===== config.mk =====
export PLATFORM = sky130hd
export DESIGN_NAME = uart_rx
export DESIGN_NICKNAME = d
export VERILOG_FILES = /design/src/rtl/uart_pkg.sv /design/src/rtl/uart_sync.sv /design/src/rtl/uart_rx.sv
export SDC_FILE = /design/constraint.sdc
export NUM_CORES = 1
export LEC_CHECK = 0
export CORE_MARGIN = 4
export CORE_UTILIZATION = 62
export DETAILED_ROUTE_END_ITERATION = 10
export PLACE_DENSITY = 0.89
export SLEW_MARGIN = 20
export SYNTH_ARGS = -nofsm -noshare
export SYNTH_HDL_FRONTEND = slang
export SYNTH_HIERARCHICAL = 1
export SYNTH_SLANG_ARGS = --single-unit
export TNS_END_PERCENT = 30

===== constraint.sdc =====
create_clock -name clk -period 10.1 [get_ports clk]
set_input_delay 2.02 -clock clk [delete_from_list [all_inputs] [get_ports clk]]
set_output_delay 2.02 -clock clk [all_outputs]
set_load 0.005 [all_outputs]

===== src/rtl/uart_pkg.sv =====
// Shared UART definitions used by both the transmitter and the receiver.
//
// Contents:
//   uart_rx_state_t     - receiver FSM states (IDLE, START, DATA, STOP)
//   UART_DATA_BITS      - payload bits per frame (8N1)
//   UART_MIN_BIT_PERIOD - smallest usable clocks-per-bit value
//   clamp_period()      - applies the minimum bit period to a programmed value
package uart_pkg;

   typedef enum logic [1:0] {
      IDLE  = 2'd0,
      START = 2'd1,
      DATA  = 2'd2,
      STOP  = 2'd3
   } uart_rx_state_t;

   localparam int          UART_DATA_BITS      = 8;
   localparam logic [15:0] UART_MIN_BIT_PERIOD = 16'd4;

   // Periods below the minimum leave no room for a meaningful half-bit
   // offset, so both ends of the link round them up to the same floor.
   function automatic logic [15:0] clamp_period(input logic [15:0] period);
      return (period < UART_MIN_BIT_PERIOD) ? UART_MIN_BIT_PERIOD : period;
   endfunction

endpackage


===== src/rtl/uart_sync.sv =====
// N-flop synchronizer for an asynchronous single-bit input.
// Flops reset to 1 so an idle-high line never shows a spurious edge out of reset.
//
// Ports:
//   clk  - clock
//   rst  - synchronous active-high reset
//   din  - asynchronous input
//   dout - synchronized output (STAGES cycles of latency)
module uart_sync #(
   parameter int STAGES = 2
) (
   input  logic clk,
   input  logic rst,
   input  logic din,
   output logic dout
);

   logic [STAGES-1:0] sync_q;

   // Shift chain: din enters at bit 0, the settled value leaves at the top.
   always_ff @(posedge clk) begin
      if (rst) begin
         sync_q <= '1;
      end else begin
         sync_q <= {sync_q[STAGES-2:0], din};
      end
   end

   assign dout = sync_q[STAGES-1];

endmodule


===== src/rtl/uart_rx.sv =====
// 8N1 UART receiver. Synchronizes serial_in, detects the start edge, samples
// each bit at its midpoint and presents each good byte with a one-cycle pulse.
//
// Ports:
//   clk        - clock
//   rst        - synchronous active-high reset
//   bit_period - clocks per bit (latched at start detection, min 4)
//   serial_in  - asynchronous serial line, idle high
//   data       - last correctly framed byte
//   rx_valid   - one-cycle pulse when data updates
//   rx_busy    - high while a frame is in progress
//   frame_err  - one-cycle pulse when the stop bit samples low
module uart_rx
   import uart_pkg::*;
#(
   parameter int SYNC_STAGES = 2
) (
   input  logic        clk,
   input  logic        rst,
   input  logic [15:0] bit_period,
   input  logic        serial_in,
   output logic [7:0]  data,
   output logic        rx_valid,
   output logic        rx_busy,
   output logic        frame_err
);

   uart_rx_state_t state, state_next;

   logic        line_s;
   logic        line_d;
   logic        fall;
   logic [15:0] cnt, cnt_next;
   logic [15:0] period_q, period_next;
   logic [15:0] target;
   logic        strobe;
   logic [2:0]  idx, idx_next;
   logic [UART_DATA_BITS-1:0] shift_q, shift_next;
   logic [7:0]  data_next;
   logic        valid_next;
   logic        err_next;

   uart_sync #(
      .STAGES (SYNC_STAGES)
   ) u_sync (
      .clk  (clk),
      .rst  (rst),
      .din  (serial_in),
      .dout (line_s)
   );

   // Only a 1->0 transition starts a frame, so a line stuck low stays quiet.
   assign fall = line_d & ~line_s;

   // START waits half a bit to land mid start-bit; later states step a full bit.
   always_comb begin
      target = period_q;
      if (state == START) begin
         target = period_q >> 1;
      end
   end

   assign strobe  = (state != IDLE) && (cnt == target - 16'd1);
   assign rx_busy = (state != IDLE);

   // Next-state logic.
   always_comb begin
      state_next = state;
      case (state)
         IDLE: begin
            if (fall) begin
               state_next = START;
            end
         end
         START: begin
            if (strobe) begin
               state_next = line_s ? IDLE : DATA;
            end
         end
         DATA: begin
            if (strobe && (idx == 3'(UART_DATA_BITS - 1))) begin
               state_next = STOP;
            end
         end
         STOP: begin
            if (strobe) begin
               state_next = IDLE;
            end
         end
         default: begin
            state_next = IDLE;
         end
      endcase
   end

   // Datapath and output logic. The counter restarts on every state entry and
   // on every strobe so that consecutive data bits each get a full period.
   always_comb begin
      cnt_next    = cnt + 16'd1;
      period_next = period_q;
      idx_next    = idx;
      shift_next  = shift_q;
      data_next   = data;
      valid_next  = 1'b0;
      err_next    = 1'b0;

      if ((state_next != state) || strobe) begin
         cnt_next = 16'd0;
      end

      case (state)
         IDLE: begin
            if (fall) begin
               period_next = clamp_period(bit_period);
               idx_next    = 3'd0;
            end
         end
         START: begin
            if (strobe) begin
               idx_next = 3'd0;
            end
         end
         DATA: begin
            if (strobe) begin
               shift_next = {line_s, shift_q[UART_DATA_BITS-1:1]};
               idx_next   = idx + 3'd1;
            end
         end
         STOP: begin
            if (strobe) begin
               if (line_s) begin
                  data_next  = shift_q;
                  valid_next = 1'b1;
               end else begin
                  err_next = 1'b1;
               end
            end
         end
         default: begin
         end
      endcase
   end

   // All state, including the registered output pulses and edge history.
   always_ff @(posedge clk) begin
      if (rst) begin
         state     <= IDLE;
         line_d    <= 1'b1;
         cnt       <= 16'd0;
         period_q  <= UART_MIN_BIT_PERIOD;
         idx       <= 3'd0;
         shift_q   <= '0;
         data      <= 8'h00;
         rx_valid  <= 1'b0;
         frame_err <= 1'b0;
      end else begin
         state     <= state_next;
         line_d    <= line_s;
         cnt       <= cnt_next;
         period_q  <= period_next;
         idx       <= idx_next;
         shift_q   <= shift_next;
         data      <= data_next;
         rx_valid  <= valid_next;
         frame_err <= err_next;
      end
   end

endmodule


After elaboration in Yosys (flattened, before gate mapping)
Index checks and enable logic that the tools add are counted.
- latch bits: 0
- output and inout port bits: 11
- memory bits (writable): 0
- logic and storage cells: 53
- ROM bits: 0
- memories kept: 0
- register bits: 58
- bitwise operators: 4
- divide/modulo/power cells: 0
- multiply operators: 0
- order comparisons: 1
- add/sub/neg operators: 3
- multiplexer cells: 14
- eq/ne operators: 9
- shift operators: 0
- reductions and logical operators: 12
- operators with widths (operator ; count):
    $mux W16 ; 2
    $add A16 B1 Y16 const B ; 1
    $eq A16 B16 Y1 ; 1
    $lt A16 B3 Y1 const B ; 1
    $sub A16 B1 Y16 const B ; 1
    $mux W2 ; 5
    $mux W3 ; 3
    $pmux W3 S3 ; 1
    $pmux W2 S4 ; 1
    $ne A2 B2 Y1 const B ; 3
    $eq A2 B2 Y1 const B ; 2
    $reduce_and A2 Y1 ; 2
    $reduce_and A4 Y1 ; 1
    $add A3 B1 Y3 const B ; 1
    $eq A3 B3 Y1 const B ; 1
    $not A1 Y1 ; 3
    $reduce_and A3 Y1 ; 1
    $reduce_bool A3 Y1 ; 1
    $reduce_or A3 Y1 ; 1
    $eq A2 B1 Y1 const B ; 1
    $logic_and A1 B1 Y1 ; 2
    $logic_not A2 Y1 ; 1
    $mux W1 ; 2
    $ne A2 B2 Y1 ; 1
    other kinds (4) ; 4

Longest topological paths before layout
- depth in word-level cells: 11
- mapped depth: 15
- gate-level depth less buffers: 12

Modules after synthesis
Netlist, hierarchy kept.
- modules (own cells, without submodules) (module ; area each (um^2) ; cells an instance ; seq. area each (um^2) ; instances):
    uart_rx ; 3281.9 ; 381 ; 1121.1 ; 1
    uart_sync ; 52.6 ; 4 ; 40.0 ; 1

Least setup slack after synthesis
Ideal clock, no wire load.
- path kind: flip-flop to flip-flop
- start point: reg state[0]
- end point: reg idx[0]
- data required time: 9.979 ns
- stages on the path, launching flop included: 15
- slack: 6.503 ns
- data arrival time: 3.476 ns
- buffers on the path: 3
- library setup time: 0.121 ns
- period minus slack after synthesis: 3.597 ns
- cell sequence: dfxtp_1 buf_2 nor2b_1 buf_2 buf_2 mux2i_1 ha_1 nand2b_1 a21oi_1 nand3_1 or4_1 a21oi_1 nand4b_4 a211oi_2 mux2_2
- word-level cells in the longest chain between the ends: 7
- RTL lines (element ; line ; RTL):
    from (decl) ; uart_rx.sv:28 ; uart_rx_state_t state, state_next;
    from (signal assigned) ; uart_rx.sv:157 ; state <= state_next;
    $eq A2 B1 Y1 ; uart_rx.sv:58, uart_rx.sv:111 ;
    $mux W16 ; uart_rx.sv:58 ; if (state == START) begin
    $sub A16 B1 Y16 ; uart_rx.sv:63 ; assign strobe = (state != IDLE) && (cnt == target - 16'd1);
    $eq A16 B16 Y1 ; uart_rx.sv:63 ;
    $logic_and A1 B1 Y1 ; uart_rx.sv:63 ;
    $ne A2 B2 Y1 (no line) ; n/a ;
    $reduce_and A4 Y1 (no line) ; n/a ;
    to (signal assigned) ; uart_rx.sv:161 ; idx <= idx_next;
    to (decl) ; uart_rx.sv:37 ; logic [2:0] idx, idx_next;
Parallel ways exist; a longest one is shown, timed or not.
A chain may end at the register's enable or synchronous reset.

Worst setup path after layout
- start point: reg state[0]
- end point: reg cnt[8]
- word-level cells in the longest chain between the ends: 11
- RTL lines (element ; line ; RTL):
    $eq A2 B1 Y1 ; uart_rx.sv:58, uart_rx.sv:69 ;
    $mux W16 ; uart_rx.sv:58 ;
    $sub A16 B1 Y16 ; uart_rx.sv:63 ;
    $eq A16 B16 Y1 ; uart_rx.sv:63 ;
    $logic_and A1 B1 Y1 ; uart_rx.sv:63 ;
    $logic_and A1 B1 Y1 ; uart_rx.sv:81 ; if (strobe && (idx == 3'(UART_DATA_BITS - 1))) begin
    $mux W2 ; uart_rx.sv:81 ;
    $pmux W2 S4 ; uart_rx.sv:69 ; case (state)
    $ne A2 B2 Y1 ; uart_rx.sv:107 ; if ((state_next != state) || strobe) begin
    $logic_or A1 B1 Y1 * ; uart_rx.sv:107 ;
    $reduce_or A2 Y1 (no line) * ; n/a ;
    to (signal assigned) ; uart_rx.sv:159 ; cnt <= cnt_next;
    to (decl) ; uart_rx.sv:33 ; logic [15:0] cnt, cnt_next;
Mark *: on every way between the ends. The rest lies on a longest branch, timed or not.

==> results by group <==
Status
  • Status: finished, final reports clean

Timing
  • Max-slew violations: 0
  • Final setup violating endpoints: 0
  • Worst Skew: approximately 7.0 ps
  • Hold Worst Slack: roughly 400 ps
  • Fin crit period: between 4000 and 5000 ps
  • Final hold violations: 0
  • Final TNS setup: 0 ps
  • Fmax: around 230 MHz
  • Worst-Margin Slew: just over 1000 ps
  • RSZ-0062 raised after global routing: false
  • Setup WS post-layout: 5780 ps
  • Slew headroom: 32.4%
  • Period utilization: between 40 and 50%

Floorplanning
  • FP Rows: 26
  • Chip height: approximately 81 um
  • Die width: 81.3 um
  • Core Box Area: around 5200 um^2
  • IO Count: 30
  • Full die area: about 6600 um^2
  • Starting density of the core: 64.5%

Power
  • Final Total Pwr: approximately 540 uW
  • Peak supply drop: ~0.00013 V
  • Static Leak: approximately 1.4 nW
  • Pwr per Cell Area: ~140 nW/um^2

Yosys
  • Post-synthesis sequential element count: 58
  • Leading post-synthesis cells by cell area: dfxtp_1 35%, mux2i_1 7.8%, xnor2_1 4.5%
  • Yosys warns: 6
  • Post-synth top flop: dfxtp_1
  • Synth Instances: 385
  • Top-count cell post-synth: dfxtp_1
  • Yosys top cell by area: dfxtp_1
  • Post-synth EDFFs: 0
  • Sequential share of the synthesized area: about a third
  • Avg Inst Size Synth: 8.66 um^2
  • Post-synth net total: roughly 410
  • Unique cell type count in the Yosys netlist: 57
  • FFs w/ async S/R, synth: 0%
  • Cell Area, Synth: 3330 um^2
  • Top cell type's share of synthesized area: a little over a third
  • Synth top cells by count: 58 x dfxtp_1, 37 x nand2_1, 26 x mux2i_1

Worst setup path
  • CP Cell Sequence: nor2b_1 > buf_4 > mux2i_1 > ha_1 > nand2b_1 > a21oi_1 > nand3_1 > or4_1 > a21oi_1 > nand4b_4 > nor3_2 > nor3_1
  • CP max stage delay: between 800 and 900 ps
  • Setup Crit Path Kind: register to register
  • Crit path DAT: approximately 4500 ps
  • CP top delay family: simple AND/OR/NAND/NOR gates
  • CP max FO: 16
  • Buf/Inv on CP: 1
  • Worst path slowest cell: nor3_2
  • Cell mode on critical path: a21oi_1
  • Worst R2R Setup Slack: approximately 5800 ps
  • Worst Path Required: approximately 10000 ps
  • Critical Path End Type: register
  • Startpoint class of the critical path: register

Place
  • Pre-CTS WS: 6050 ps
  • DP Area: about 3700 um^2
  • PortBufs: 29
  • Placed cell count: roughly 470
  • GPL Wtd Cong: roughly 0.86
  • Detailed Place HPWL: about 5.4 mm

Global routing
  • Largest net degree at the start of global routing: 29
  • GRT Total Usage: about 25%
  • Vias in the first global route: 2817
  • Initial antenna violation count: 0
  • Global-route wire length before repair: around 13 mm
  • Gr ovfl total: 0

Layout
  • Multi-input logic area: 2050 um^2
  • Diodes inserted: 0
  • Final core utilization: ~74%
  • Final #Nets: about 430
  • Post-route design area: between 3000 and 4000 um^2
  • Filler Cells Inserted: about 350
  • Layout cells sized above 1: 8.23%
  • Area Overhead vs Synth: 15.5%
  • Register area: roughly 1200 um^2
  • Fin cells: about 480

Drt
  • Vias: between 2000 and 3000
  • Iter 0 DRT Violations: 225
  • WL final: about 8 mm
  • Drt drc: 0
  • Drt first pass iters: 5
  • Antenna viol nets, final: 0
  • DR vias/cell: 6.10
  • Wirelength per Cell: around 16 um

Clock network
  • Sink Count: 58
  • Later-pin clock latency in the skew report: 340 ps
  • CTS tree: built
  • Cts bufs inserted: 9
  • CTS max path bufs: 2
  • Post-CTS sizing: 0
  • Total setup buffers inserted after CTS: 0
  • Reg clk slew, reported paths: around 70 ps
  • Root Buffer: clkbuf_8
  • H-tree levels: 3
  • Hold buffer count at cts: 0

Worst hold path
  • Hold Crit Class: register to register

Job
  • Max-cap violation count: 0
[flip-flops by register name (all words and copies together) (netlist names)]
register / cells
rx_valid: 1
shift_q: 8
line_d: 1
u_sync/sync_q: 2
cnt: 16
data: 8
frame_err: 1
state: 2
idx: 3
period_q: 16
[cells by family (layout without fill, tap and decap cells)]
logic type,Yosys count,count (layout),synth area share [%]
muxes,28,28,8.48
and+or+nand+nor,171,171,29.5
xor gates and xnor gates,28,28,7.35
buffers and inverters,32,60,3.98
DFF,58,58,34.8
adders and majority gates,4,4,1.50
AOI/OAI and AO/OA,64,64,14.4
[metal layers]
metal	share of wire, %	vias up	GRT usage (%)
met4	2.3	0	11.3
met2	48	81	41.2
met1	45	1413	32.7
met5	0	-	0
li1	-	1430	-
met3	4.5	21	4.88
[power by group]
| part | switching (mW) | leakage, nW | internal (mW) |
|---|---|---|---|
| Combinational | 0.0462 | 0.832 | 0.0383 |
| Sequential | 0.00816 | 0.469 | 0.233 |
| Clock | 0.0911 | 0.103 | 0.120 |
[cells in the final DEF (no fill, tap or decap), drive strengths merged, types with 2 or more instances in the layout]
master and count:
inv 11, a22oi 3, a2111oi 3, nor2b 9, buf 4, and3b 4, clkinv 4, nor4 6
nand3b 6, nand3 17, clkbuf 11, or3 7, nor2 16, a31oi 2, and3 2, and4 3
o21a 2, ha 4, nor3 23, mux2i 26, nor3b 4, a211oi 10, nand4b 4, or4 5
xnor2 17, nand2b 21, a21o 3, nand2 37, a21oi 23, a211o 3, o22ai 2, dfxtp 58
xor2 11, mux2 2, o21ai 5, clkdlybuf4s50 29, or2 4
[final cells by class]
cell class,count,area share [%]
Inverter,11,1.07
Clock inverter,5,1.40
Timing Repair Buffer,33,8.32
Sequential cell,58,30.1
Clock buffer,11,3.67
Tap cell,70,2.27
Multi-Input combinational cell,295,53.1
[final timing paths]
path	startpoint	end	depth (start not counted)
min	u_sync/sync_q[0]	u_sync/sync_q[1]	1
max reg2reg	state[0]	cnt[8]	12
min reg2reg	u_sync/sync_q[0]	u_sync/sync_q[1]	1
max	state[0]	cnt[8]	12
Note: power is estimated with default switching activity, not from simulation.
